--- src/rtl/uart_rx_cfg_if.sv ---
// Word-side handshake of uart_rx_cfg: received word plus its error flags, valid/ready.
interface uart_rx_cfg_if #(
  parameter int data_bits = 8
);
  logic                 rx_valid;
  logic                 rx_ready;
  logic [data_bits-1:0] rx_data;
  logic                 parity_err;
  logic                 frame_err;

  modport master (
    output rx_valid,
    output rx_data,
    output parity_err,
    output frame_err,
    input  rx_ready
  );

  modport slave (
    input  rx_valid,
    input  rx_data,
    input  parity_err,
    input  frame_err,
    output rx_ready
  );
endinterface

--- src/rtl/uart_rx_cfg.sv ---
// Configurable async UART receiver with parity/framing/break/overrun reporting.
// Optional UART_RX_FIFO_EN: show-ahead word FIFO instead of a single holding register.
module uart_rx_cfg #(
  parameter int clk_freq     = 12000000,
  parameter int baud         = 115200,
  parameter int oversampling = 8,
  parameter int data_bits    = 8,
  parameter int parity       = 0,
  parameter int stop_bits    = 1,
  parameter int fifo_depth   = 4
) (
  input  logic          clk,
  input  logic          rst,
  input  logic          rx,
  uart_rx_cfg_if.master m_if,
  output logic          overrun,
  output logic          break_det,
  output logic          rx_idle,
  output logic          rx_eop
);

  localparam int OSW     = $clog2(oversampling);
  localparam int GAP_MAX = 4 * oversampling;
  localparam int GW      = $clog2(GAP_MAX + 1);
  localparam logic [32:0] ACC_INC = 33'(baud * oversampling);
  localparam logic [32:0] ACC_MOD = 33'(clk_freq);
  localparam logic [OSW-1:0] MID  = OSW'(oversampling / 2 - 1);

  if (oversampling < 4 || (oversampling & (oversampling - 1)) != 0) begin : g_bad_os
    $error("oversampling must be a power of two >= 4");
  end
  if (fifo_depth < 2 || (fifo_depth & (fifo_depth - 1)) != 0) begin : g_bad_depth
    $error("fifo_depth must be a power of two >= 2");
  end

  typedef enum logic [2:0] {ST_IDLE, ST_START, ST_DATA, ST_PARITY, ST_STOP, ST_BRK} state_t;

  logic [32:0]          r_acc;
  logic [32:0]          w_acc_sum;
  logic                 r_os_tick;
  logic [1:0]           r_sync;
  logic [1:0]           r_flt;
  logic                 r_rx_bit;
  state_t               r_state;
  logic [OSW-1:0]       r_os_cnt;
  logic [3:0]           r_bit_cnt;
  logic [data_bits-1:0] r_shift;
  logic                 r_pbit;
  logic                 r_stop_low;
  logic                 r_stop_high;
  logic                 r_brk;
  logic [GW-1:0]        r_gap;
  logic                 r_idle;
  logic                 r_eop;
  logic                 r_ovr;

  logic w_sample, w_last_stop, w_stop_low, w_all_low, w_xor, w_perr, w_cmp;
  logic w_valid, w_pop;

  assign w_acc_sum = r_acc + ACC_INC;

  always_ff @(posedge clk) begin
    if (rst) begin
      r_acc     <= '0;
      r_os_tick <= 1'b0;
      r_sync    <= '1;
      r_flt     <= '1;
      r_rx_bit  <= 1'b1;
    end else begin
      if (w_acc_sum >= ACC_MOD) begin
        r_acc     <= w_acc_sum - ACC_MOD;
        r_os_tick <= 1'b1;
      end else begin
        r_acc     <= w_acc_sum;
        r_os_tick <= 1'b0;
      end
      if (r_os_tick) begin
        r_sync <= {r_sync[0], rx};
        if (r_sync[1] && r_flt != 2'd3)
          r_flt <= r_flt + 2'd1;
        else if (!r_sync[1] && r_flt != 2'd0)
          r_flt <= r_flt - 2'd1;
        if (r_flt == 2'd3)
          r_rx_bit <= 1'b1;
        else if (r_flt == 2'd0)
          r_rx_bit <= 1'b0;
      end
    end
  end

  assign w_sample    = r_os_tick && (r_os_cnt == MID);
  assign w_last_stop = (r_state == ST_STOP) && w_sample && (r_bit_cnt == 4'(stop_bits - 1));
  assign w_stop_low  = r_stop_low | ~r_rx_bit;
  assign w_all_low   = (r_shift == '0) && !r_pbit && !r_stop_high && !r_rx_bit;
  assign w_xor       = (^r_shift) ^ r_pbit;
  assign w_perr      = (parity == 1) ? w_xor : (parity == 2) ? ~w_xor : 1'b0;
  assign w_cmp       = w_last_stop && !w_all_low;

  always_ff @(posedge clk) begin
    if (rst) begin
      r_state     <= ST_IDLE;
      r_os_cnt    <= '0;
      r_bit_cnt   <= '0;
      r_shift     <= '0;
      r_pbit      <= 1'b0;
      r_stop_low  <= 1'b0;
      r_stop_high <= 1'b0;
      r_brk       <= 1'b0;
    end else begin
      r_brk <= 1'b0;
      if (r_state == ST_IDLE)
        r_os_cnt <= '0;
      else if (r_os_tick)
        r_os_cnt <= r_os_cnt + OSW'(1);
      case (r_state)
        ST_IDLE: begin
          if (!r_rx_bit) begin
            r_state     <= ST_START;
            r_bit_cnt   <= '0;
            r_pbit      <= 1'b0;
            r_stop_low  <= 1'b0;
            r_stop_high <= 1'b0;
          end
        end
        ST_START: begin
          if (w_sample)
            r_state <= r_rx_bit ? ST_IDLE : ST_DATA;
        end
        ST_DATA: begin
          if (w_sample) begin
            r_shift <= {r_rx_bit, r_shift[data_bits-1:1]};
            if (r_bit_cnt == 4'(data_bits - 1)) begin
              r_bit_cnt <= '0;
              r_state   <= (parity != 0) ? ST_PARITY : ST_STOP;
            end else begin
              r_bit_cnt <= r_bit_cnt + 4'd1;
            end
          end
        end
        ST_PARITY: begin
          if (w_sample) begin
            r_pbit  <= r_rx_bit;
            r_state <= ST_STOP;
          end
        end
        ST_STOP: begin
          if (w_sample) begin
            r_stop_low  <= w_stop_low;
            r_stop_high <= r_stop_high | r_rx_bit;
            if (w_last_stop) begin
              if (w_all_low) begin
                r_state <= ST_BRK;
                r_brk   <= 1'b1;
              end else begin
                r_state <= ST_IDLE;
              end
            end else begin
              r_bit_cnt <= r_bit_cnt + 4'd1;
            end
          end
        end
        ST_BRK: begin
          if (r_rx_bit)
            r_state <= ST_IDLE;
        end
        default: r_state <= ST_IDLE;
      endcase
    end
  end

  always_ff @(posedge clk) begin
    if (rst) begin
      r_gap  <= '0;
      r_idle <= 1'b0;
      r_eop  <= 1'b0;
    end else begin
      r_eop <= 1'b0;
      if (r_state != ST_IDLE) begin
        r_gap  <= '0;
        r_idle <= 1'b0;
      end else if (r_os_tick && r_gap != GW'(GAP_MAX)) begin
        r_gap <= r_gap + GW'(1);
        if (r_gap == GW'(GAP_MAX - 1)) begin
          r_idle <= 1'b1;
          r_eop  <= 1'b1;
        end
      end
    end
  end

  assign w_pop = w_valid & m_if.rx_ready;

`ifdef UART_RX_FIFO_EN
  localparam int AW = $clog2(fifo_depth);

  logic [data_bits+1:0] r_mem [fifo_depth];
  logic [AW:0]          r_wr;
  logic [AW:0]          r_rd;
  logic                 w_full;
  logic                 w_push;

  assign w_valid = (r_wr != r_rd);
  assign w_full  = (r_wr[AW] != r_rd[AW]) && (r_wr[AW-1:0] == r_rd[AW-1:0]);
  // A pop in the completion cycle frees the slot the new word needs.
  assign w_push  = w_cmp && (!w_full || w_pop);

  always_ff @(posedge clk) begin
    if (rst) begin
      r_wr  <= '0;
      r_rd  <= '0;
      r_ovr <= 1'b0;
      for (int unsigned i = 0; i < fifo_depth; i++)
        r_mem[i] <= '0;
    end else begin
      r_ovr <= w_cmp && !w_push;
      if (w_push) begin
        r_mem[r_wr[AW-1:0]] <= {w_perr, w_stop_low, r_shift};
        r_wr <= r_wr + (AW+1)'(1);
      end
      if (w_pop)
        r_rd <= r_rd + (AW+1)'(1);
    end
  end

  assign m_if.rx_valid   = w_valid;
  assign m_if.parity_err = r_mem[r_rd[AW-1:0]][data_bits+1];
  assign m_if.frame_err  = r_mem[r_rd[AW-1:0]][data_bits];
  assign m_if.rx_data    = r_mem[r_rd[AW-1:0]][data_bits-1:0];
`else
  logic                 r_valid;
  logic [data_bits-1:0] r_data;
  logic                 r_perr;
  logic                 r_ferr;

  assign w_valid = r_valid;

  always_ff @(posedge clk) begin
    if (rst) begin
      r_valid <= 1'b0;
      r_data  <= '0;
      r_perr  <= 1'b0;
      r_ferr  <= 1'b0;
      r_ovr   <= 1'b0;
    end else begin
      r_ovr <= 1'b0;
      if (w_cmp && (!r_valid || w_pop)) begin
        r_valid <= 1'b1;
        r_data  <= r_shift;
        r_perr  <= w_perr;
        r_ferr  <= w_stop_low;
      end else begin
        if (w_cmp)
          r_ovr <= 1'b1;
        if (w_pop)
          r_valid <= 1'b0;
      end
    end
  end

  assign m_if.rx_valid   = r_valid;
  assign m_if.parity_err = r_perr;
  assign m_if.frame_err  = r_ferr;
  assign m_if.rx_data    = r_data;
`endif

  assign overrun   = r_ovr;
  assign break_det = r_brk;
  assign rx_idle   = r_idle;
  assign rx_eop    = r_eop;

endmodule

--- src/flat_wrapper.sv ---
// flat-port wrapper written by rule: the top's interface ports become plain ports
module uart_rx_cfg_flat 
#(
  parameter int clk_freq     = 12000000,
  parameter int baud         = 115200,
  parameter int oversampling = 8,
  parameter int data_bits    = 8,
  parameter int parity       = 0,
  parameter int stop_bits    = 1,
  parameter int fifo_depth   = 4
)
  (clk, rst, rx, overrun, break_det, rx_idle, rx_eop, m_if_rx_valid, m_if_rx_data, m_if_parity_err, m_if_frame_err, m_if_rx_ready);
  uart_rx_cfg_if #(.data_bits(data_bits)) m_if_i ();
  input  logic clk;
  input  logic rst;
  input  logic rx;
  output logic overrun;
  output logic break_det;
  output logic rx_idle;
  output logic rx_eop;
  output wire logic [$bits(m_if_i.rx_valid)-1:0] m_if_rx_valid;
  output wire logic [$bits(m_if_i.rx_data)-1:0] m_if_rx_data;
  output wire logic [$bits(m_if_i.parity_err)-1:0] m_if_parity_err;
  output wire logic [$bits(m_if_i.frame_err)-1:0] m_if_frame_err;
  input wire logic [$bits(m_if_i.rx_ready)-1:0] m_if_rx_ready;
  assign m_if_rx_valid = m_if_i.rx_valid;
  assign m_if_rx_data = m_if_i.rx_data;
  assign m_if_parity_err = m_if_i.parity_err;
  assign m_if_frame_err = m_if_i.frame_err;
  assign m_if_i.rx_ready = m_if_rx_ready;
  uart_rx_cfg #(.clk_freq(clk_freq), .baud(baud), .oversampling(oversampling), .data_bits(data_bits), .parity(parity), .stop_bits(stop_bits), .fifo_depth(fifo_depth)) u_core (.clk(clk), .rst(rst), .rx(rx), .m_if(m_if_i), .overrun(overrun), .break_det(break_det), .rx_idle(rx_idle), .rx_eop(rx_eop));
endmodule
--- config.mk ---
export PLATFORM = sky130hd
export DESIGN_NAME = uart_rx_cfg_flat
export DESIGN_NICKNAME = d
export VERILOG_FILES = /design/src/rtl/uart_rx_cfg_if.sv /design/src/rtl/uart_rx_cfg.sv /design/src/flat_wrapper.sv
export SDC_FILE = /design/constraint.sdc
export NUM_CORES = 1
export LEC_CHECK = 0
export ABC_AREA = 1
export ABC_CLOCK_PERIOD_IN_PS = 2700
export BUFFER_PORTS_ARGS = -buffer_cell sky130_fd_sc_hd__clkbuf_2
export CAP_MARGIN = 25
export CORE_ASPECT_RATIO = 2
export CORE_UTILIZATION = 35
export CTS_CLUSTER_DIAMETER = 200
export DETAILED_ROUTE_END_ITERATION = 16
export PLACE_DENSITY = 0.52
export SLEW_MARGIN = 40
export SYNTH_ARGS = -nofsm -noshare
export SYNTH_HDL_FRONTEND = slang
export SYNTH_SLANG_ARGS = --single-unit
--- constraint.sdc ---
create_clock -name clk -period 2.7 [get_ports clk]
set_clock_uncertainty 0.1 [all_clocks]
set_input_delay 0.54 -clock clk [delete_from_list [all_inputs] [get_ports clk]]
set_output_delay 0.54 -clock clk [all_outputs]
set_load 0.005 [all_outputs]
Yosys cells after proc, flatten, opt, wreduce, memory -nomap -nowiden --
Index checks and enable logic that the tools add are counted.
Cells by class: add/sub/neg operators 7, $lt $le $gt $ge 1, eq/ne operators 20, mux-type cells 35, bitwise operators 8, reduce and logical (&&, ||, !) cells 43
Operator list (number):
- $add 33x20->33 const B | 1
- $ge 33x24->1 const B | 1
- $mux 33 | 1
- $sub 33x24->33 const B | 1
- $mux 3 | 9
- $mux 4 | 5
- $pmux 3 s6 | 1
- $ne 2x1->1 const B | 7
- $mux 1 | 12
- $pmux 4 s3 | 1
- $reduce_bool 2->1 | 6
- $logic_and 1x1->1 | 11
- $eq 3x2->1 const B | 3
- $logic_not 8->1 | 1
- $reduce_and 2->1 | 4
- $reduce_and 8->1 | 1
- $add 6x1->6 const B | 1
- $eq 3x3->1 const B | 2
- $eq 6x5->1 const B | 1
- $logic_not 1->1 | 6
- $mux 2 | 3
- $ne 2x2->1 const B | 3
- $ne 6x6->1 const B | 1
- $pmux 1 s2 | 3
- 20 further kinds | 29
Word-level totals: register bits 80, input port bits 4, output and inout bits 15, logic and storage cells 134

Logic depth before layout (Yosys ltp) --
word-level depth 8, depth in mapped cells 18, gate-level depth less buffers 18

Least setup slack after synthesis --
No wires, ideal clock.
kind register to register, from register u_core.r_acc[12], to register u_core.r_acc[17], arrival 1965 ps, path slack 495 ps, stages on the path, launching flop included 18, buffers on the path 2, path through dfxtp_1 -> ha_1 -> nand2_1 -> inv_1 -> nand2_2 -> nand2_2 -> buf_4 -> nand2_1 -> nand2_1 -> nand2_1 -> nand2_1 -> nand2_1 -> nand2_2 -> nor2_4 -> nand2_4 -> buf_8 -> nand2_1 -> a21oi_2
On the way: word-level cells in the longest chain between the ends 3
RTL lines:
- start: declaration | RTL line uart_rx_cfg.sv:38 | logic [32:0] r_acc;
- start signal: assignment | RTL line uart_rx_cfg.sv:71 | r_acc <= w_acc_sum - ACC_MOD;
- start signal: assignment | RTL line uart_rx_cfg.sv:74 | r_acc <= w_acc_sum;
- $add 33x20->33 (*) | RTL line uart_rx_cfg.sv:60 | assign w_acc_sum = r_acc + ACC_INC;
- $sub 33x24->33 or $ge 33x24->1 (tied branches) | RTL line uart_rx_cfg.sv:71, uart_rx_cfg.sv:70
- $mux 33 (*) | RTL line uart_rx_cfg.sv:70 | if (w_acc_sum >= ACC_MOD) begin
Mark *: on every way between the ends. The rest lies on a longest branch, timed or not. A chain may end at the register's enable or synchronous reset.

Worst setup path in the final report --
from register u_core.r_acc[27], to register u_core.r_acc[21]
On the way: word-level cells in the longest chain between the ends 3
RTL lines (RTL line):
- $add 33x20->33 | uart_rx_cfg.sv:60
- $ge 33x24->1 | uart_rx_cfg.sv:70
- $mux 33 | uart_rx_cfg.sv:70
Every way passes these cells.

==> results.txt <==
The type of element launching the critical path was a register. Data on the critical path is required at its endpoint by 2.86 ns. The number of synthesis warnings is 0, and the post-route setup TNS is 0 ns.

The buffer depth of the longest clock path is 2, and the power per cell area is 1190 nW/µm². The tools report the number of unique standard cell types used by synthesis as 39. The most critical setup path has its startpoint at u_core.r_acc[27]$_SDFF_PP0_. Clock tree synthesis found a total of 72 sinks. The share of cells above drive strength 1 is 13.1%, and the count of max-cap constraint violations is 0.

In this run the tool buffered the top-level ports with 17 buffer cells. The run gives 0 as the max-slew violation total from the final report. Compared with the post-synthesis result, the final layout area differs by 13.7%.

The pre-antenna-repair detailed-routing pass consisted of 4 iterations. The logs give 0 for the hold buffer count at CTS and 687 for the number of nets in the synthesized netlist. The run gives 13000 µm² as the die footprint. The synthesized cell area was 4370 µm²; the routed length per instance was 13.1 µm. In this run the register-to-register setup slack is 0.29 ns. STA puts the critical path data arrival time at 2.57 ns. After synthesis, the cell types taking the most area are dfxtp_1 33%, nand2_1 16%, nand3_1 7.1%. For the top-level port count, the log shows 19. The first routing iteration left 169 violations. The number of DRC violations after detailed routing is 0, and the global-route usage over all layers is 18.5%.

The class of the most critical hold timing path is reg -> reg. The critical path is of the reg -> reg type. The library cell used most frequently in the layout, excluding fill and tap cells, is nand2_1.

Commonest register cell after synthesis: dfxtp_1. The total count of hold-check failures in the final report is 0, and the fraction of post-synthesis cell area in the top cell type by area is 33.0%. The top cell types in the final layout, fill and taps aside, are 181 x nand2_1, 81 x inv_1, 75 x nor2_1.

The run gives 3 as the depth of the CTS H-tree. The cell count after synthesis was 672. The flow ran to the end, and the final reports show no timing, DRC or antenna violations. The portion of the clock cycle consumed by the worst path in the final layout was 89.2%. Summed over all layers, the global routing overflow is 0.

After clock tree synthesis, the setup repair step added 0 buffers. The largest total area in the synthesized netlist belongs to dfxtp_1. The floorplan die height works out to 160 µm. The highest clock frequency the design can meet was 415 MHz; the number of standard-cell rows in the floorplan was 57. In this run the remaining antenna-violating nets after routing total 0. Entering global routing, the biggest net connects 27 pins. The tree is rooted in a clkbuf_16. The final layout contains routed wiring with a total length of 11100 µm. TritonCTS built the clock tree.

In this run the horizontal extent of the chip is 81.0 µm. The worst-case IR drop observed on VDD is 0.559 mV. For the final-stage net count, the log shows 707. The number of synthesized flops with an enable pin is 0. Routability-driven placement finished with a final weighted congestion of 0.875. On the final layout, the worst hold slack is 0.344 ns. The startpoint identified for the worst register-to-register timing path is u_core.r_acc[27]$_SDFF_PP0_.

Counting I/O delays and the setup requirement, the final critical path takes 2.41 ns. The starting density of the core was 36.0%; the largest fanout on the critical path was 15. The logs give 4068 for the via count of the first global-routing pass and 2.26 nW for the static leakage.

Setup violations remaining at the end of the flow were counted as 0. The half-perimeter wire length of the detailed placement result came out at 8700 µm. The capture point of the critical path was u_core.r_acc[21]$_SDFF_PP0_. A synthesized cell averages 6.50 µm². Buffers inserted during clock tree synthesis total 9. After synthesis, the share of flip-flops with an asynchronous set or reset is 0%. The run gives 4182 as the via count.

Dividing the detail-routed via count by the number of cells gives 4.95. The initial antenna violation count came out at 0. Post-synthesis register bit count: 72. The endpoint of the worst register-to-register path was u_core.r_acc[21]$_SDFF_PP0_. The overall power after layout was 0.00593 W. Setup repair after global routing left no endpoint under its margin.

The number of cells on the worst reg-to-reg path is 13. STA classifies the critical path endpoint as a register. The repair_antennas step left the layout with diodes totalling 0.

The core footprint was 12100 µm². Clock input transition at the sequential cells of the worst setup and hold paths: 0.06 ns. Latest clock arrival within the worst-skew pair: 0.33 ns. The worst hold path was traced through 2 stages. Of the synthesized area, sequential elements account for 33.0%. Global-route wire length before repair: 18500 µm.
[worst min path at each step]
stage / from / end / slack, ns
global placement: u_core.m_if.rx_data[4]$_SDFFE_PP0P_ / u_core.m_if.rx_data[4]$_SDFFE_PP0P_ / 0.33
detailed placement: u_core.m_if.rx_data[4]$_SDFFE_PP0P_ / u_core.m_if.rx_data[4]$_SDFFE_PP0P_ / 0.34
finish: u_core.m_if.rx_data[4]$_SDFFE_PP0P_ / u_core.m_if.rx_data[4]$_SDFFE_PP0P_ / 0.34
global route: rx / u_core.r_sync[0]$_SDFFE_PP1P_ / 0.36
floorplan: u_core.r_sync[0]$_SDFFE_PP1P_ / u_core.r_sync[0]$_SDFFE_PP1P_ / 0.33
CTS: rx / u_core.r_sync[0]$_SDFFE_PP1P_ / 0.34
[power breakdown]
| group | leakage [nW] | total, W | internal (W) | switching (W) |
|---|---|---|---|---|
| registers | 0.589 | 0.00155 | 0.00131 | 0.000239 |
| logic | 1.51 | 0.00301 | 0.00103 | 0.00198 |
| clock network | 0.166 | 0.00137 | 0.000904 | 0.000466 |
| total | 2.26 | 0.00593 | 0.00325 | 0.00268 |
[final cells by class]
| type | instances | area (µm²) |
|---|---|---|
| clock buffers | 9 | 225 |
| clock inverters | 7 | 120 |
| fillers | 1330 | 7160 |
| inverters | 86 | 323 |
| multi-input cells | 498 | 2520 |
| flip-flops and latches | 72 | 1440 |
| well taps | 147 | 184 |
| repair buffers | 25 | 149 |
[worst max-delay path, cell delays in order (launching register included)]
cell and delay, ns:
dfxtp_1 0.41, nand2_1 0.11, nor2_1 0.25, nand2_2 0.12
nor2_4 0.20, nand2_1 0.08, nand2_1 0.07, nand2_2 0.09
nor2_4 0.11, nand3_1 0.14, nor2_4 0.21, buf_6 0.20
nand3_1 0.11, a21oi_2 0.14
[per-layer routing]
layer  routed length, µm  track usage, %  up-vias  part of all wire [%]
met2                6350            35.6       60                    57
met4                 469            10.8        0                   4.2
met1                4100            17.8     1916                    37
li1                    -               -     2178                     -
met3                 165            2.00       28                   1.5
met5                   0               0        -                     0
[timing repair]
action,4_1_cts,5_1_grt
endpoints found under the hold margin,0,0
gates resized for setup,0,6
endpoints found under the setup margin,0,25
[Yosys cell counts, types with 5 or more instances]
| master | instances |
|---|---|
| inv_1 | 81 |
| nor2_2 | 5 |
| a211oi_1 | 6 |
| a21oi_1 | 34 |
| nand2_2 | 16 |
| dfxtp_1 | 72 |
| nor2_4 | 8 |
| nand2_1 | 181 |
| nor3_1 | 17 |
| a21oi_2 | 9 |
| o21ai_0 | 28 |
| nor2_1 | 76 |
| clkbuf_1 | 7 |
| xor2_1 | 13 |
| nand3_1 | 62 |
| ha_1 | 11 |
[state kept, by name, summed over array words and instances, names as in the netlist]
name / cells
u_core.r_stop_high: 1
u_core.rx_eop: 1
u_core.r_state: 3
u_core.r_stop_low: 1
u_core.r_acc: 25
u_core.r_pbit: 1
u_core.rx_idle: 1
u_core.m_if.rx_data: 8
u_core.r_os_tick: 1
u_core.r_rx_bit: 1
u_core.r_gap: 6
u_core.r_shift: 8
u_core.m_if.rx_valid: 1
u_core.r_bit_cnt: 4
u_core.r_sync: 2
u_core.r_os_cnt: 3
u_core.overrun: 1
u_core.m_if.frame_err: 1
u_core.r_flt: 2
u_core.break_det: 1
[cells by family after synthesis]
family,share of synthesized area (%)
simple gates,39.5
other cells,0.0858
buf+inv,9.74
flops,33.0
fa+ha+maj,3.15
compound gates,11.1
xor+xnor,3.41
[metrics by stage]
step	instances	setup slack (ns)	util, %	cell area, µm²
after floorplan	672	0.495	-	4370
final	844	0.293	41.0	4970
after detailed placement	828	0.109	37.9	4600
after CTS	844	0.106	40.8	4940
after global placement	828	0.177	37.9	4600
after global routing	844	0.0112	41.0	4970
Power figures use the tool's default switching activity.
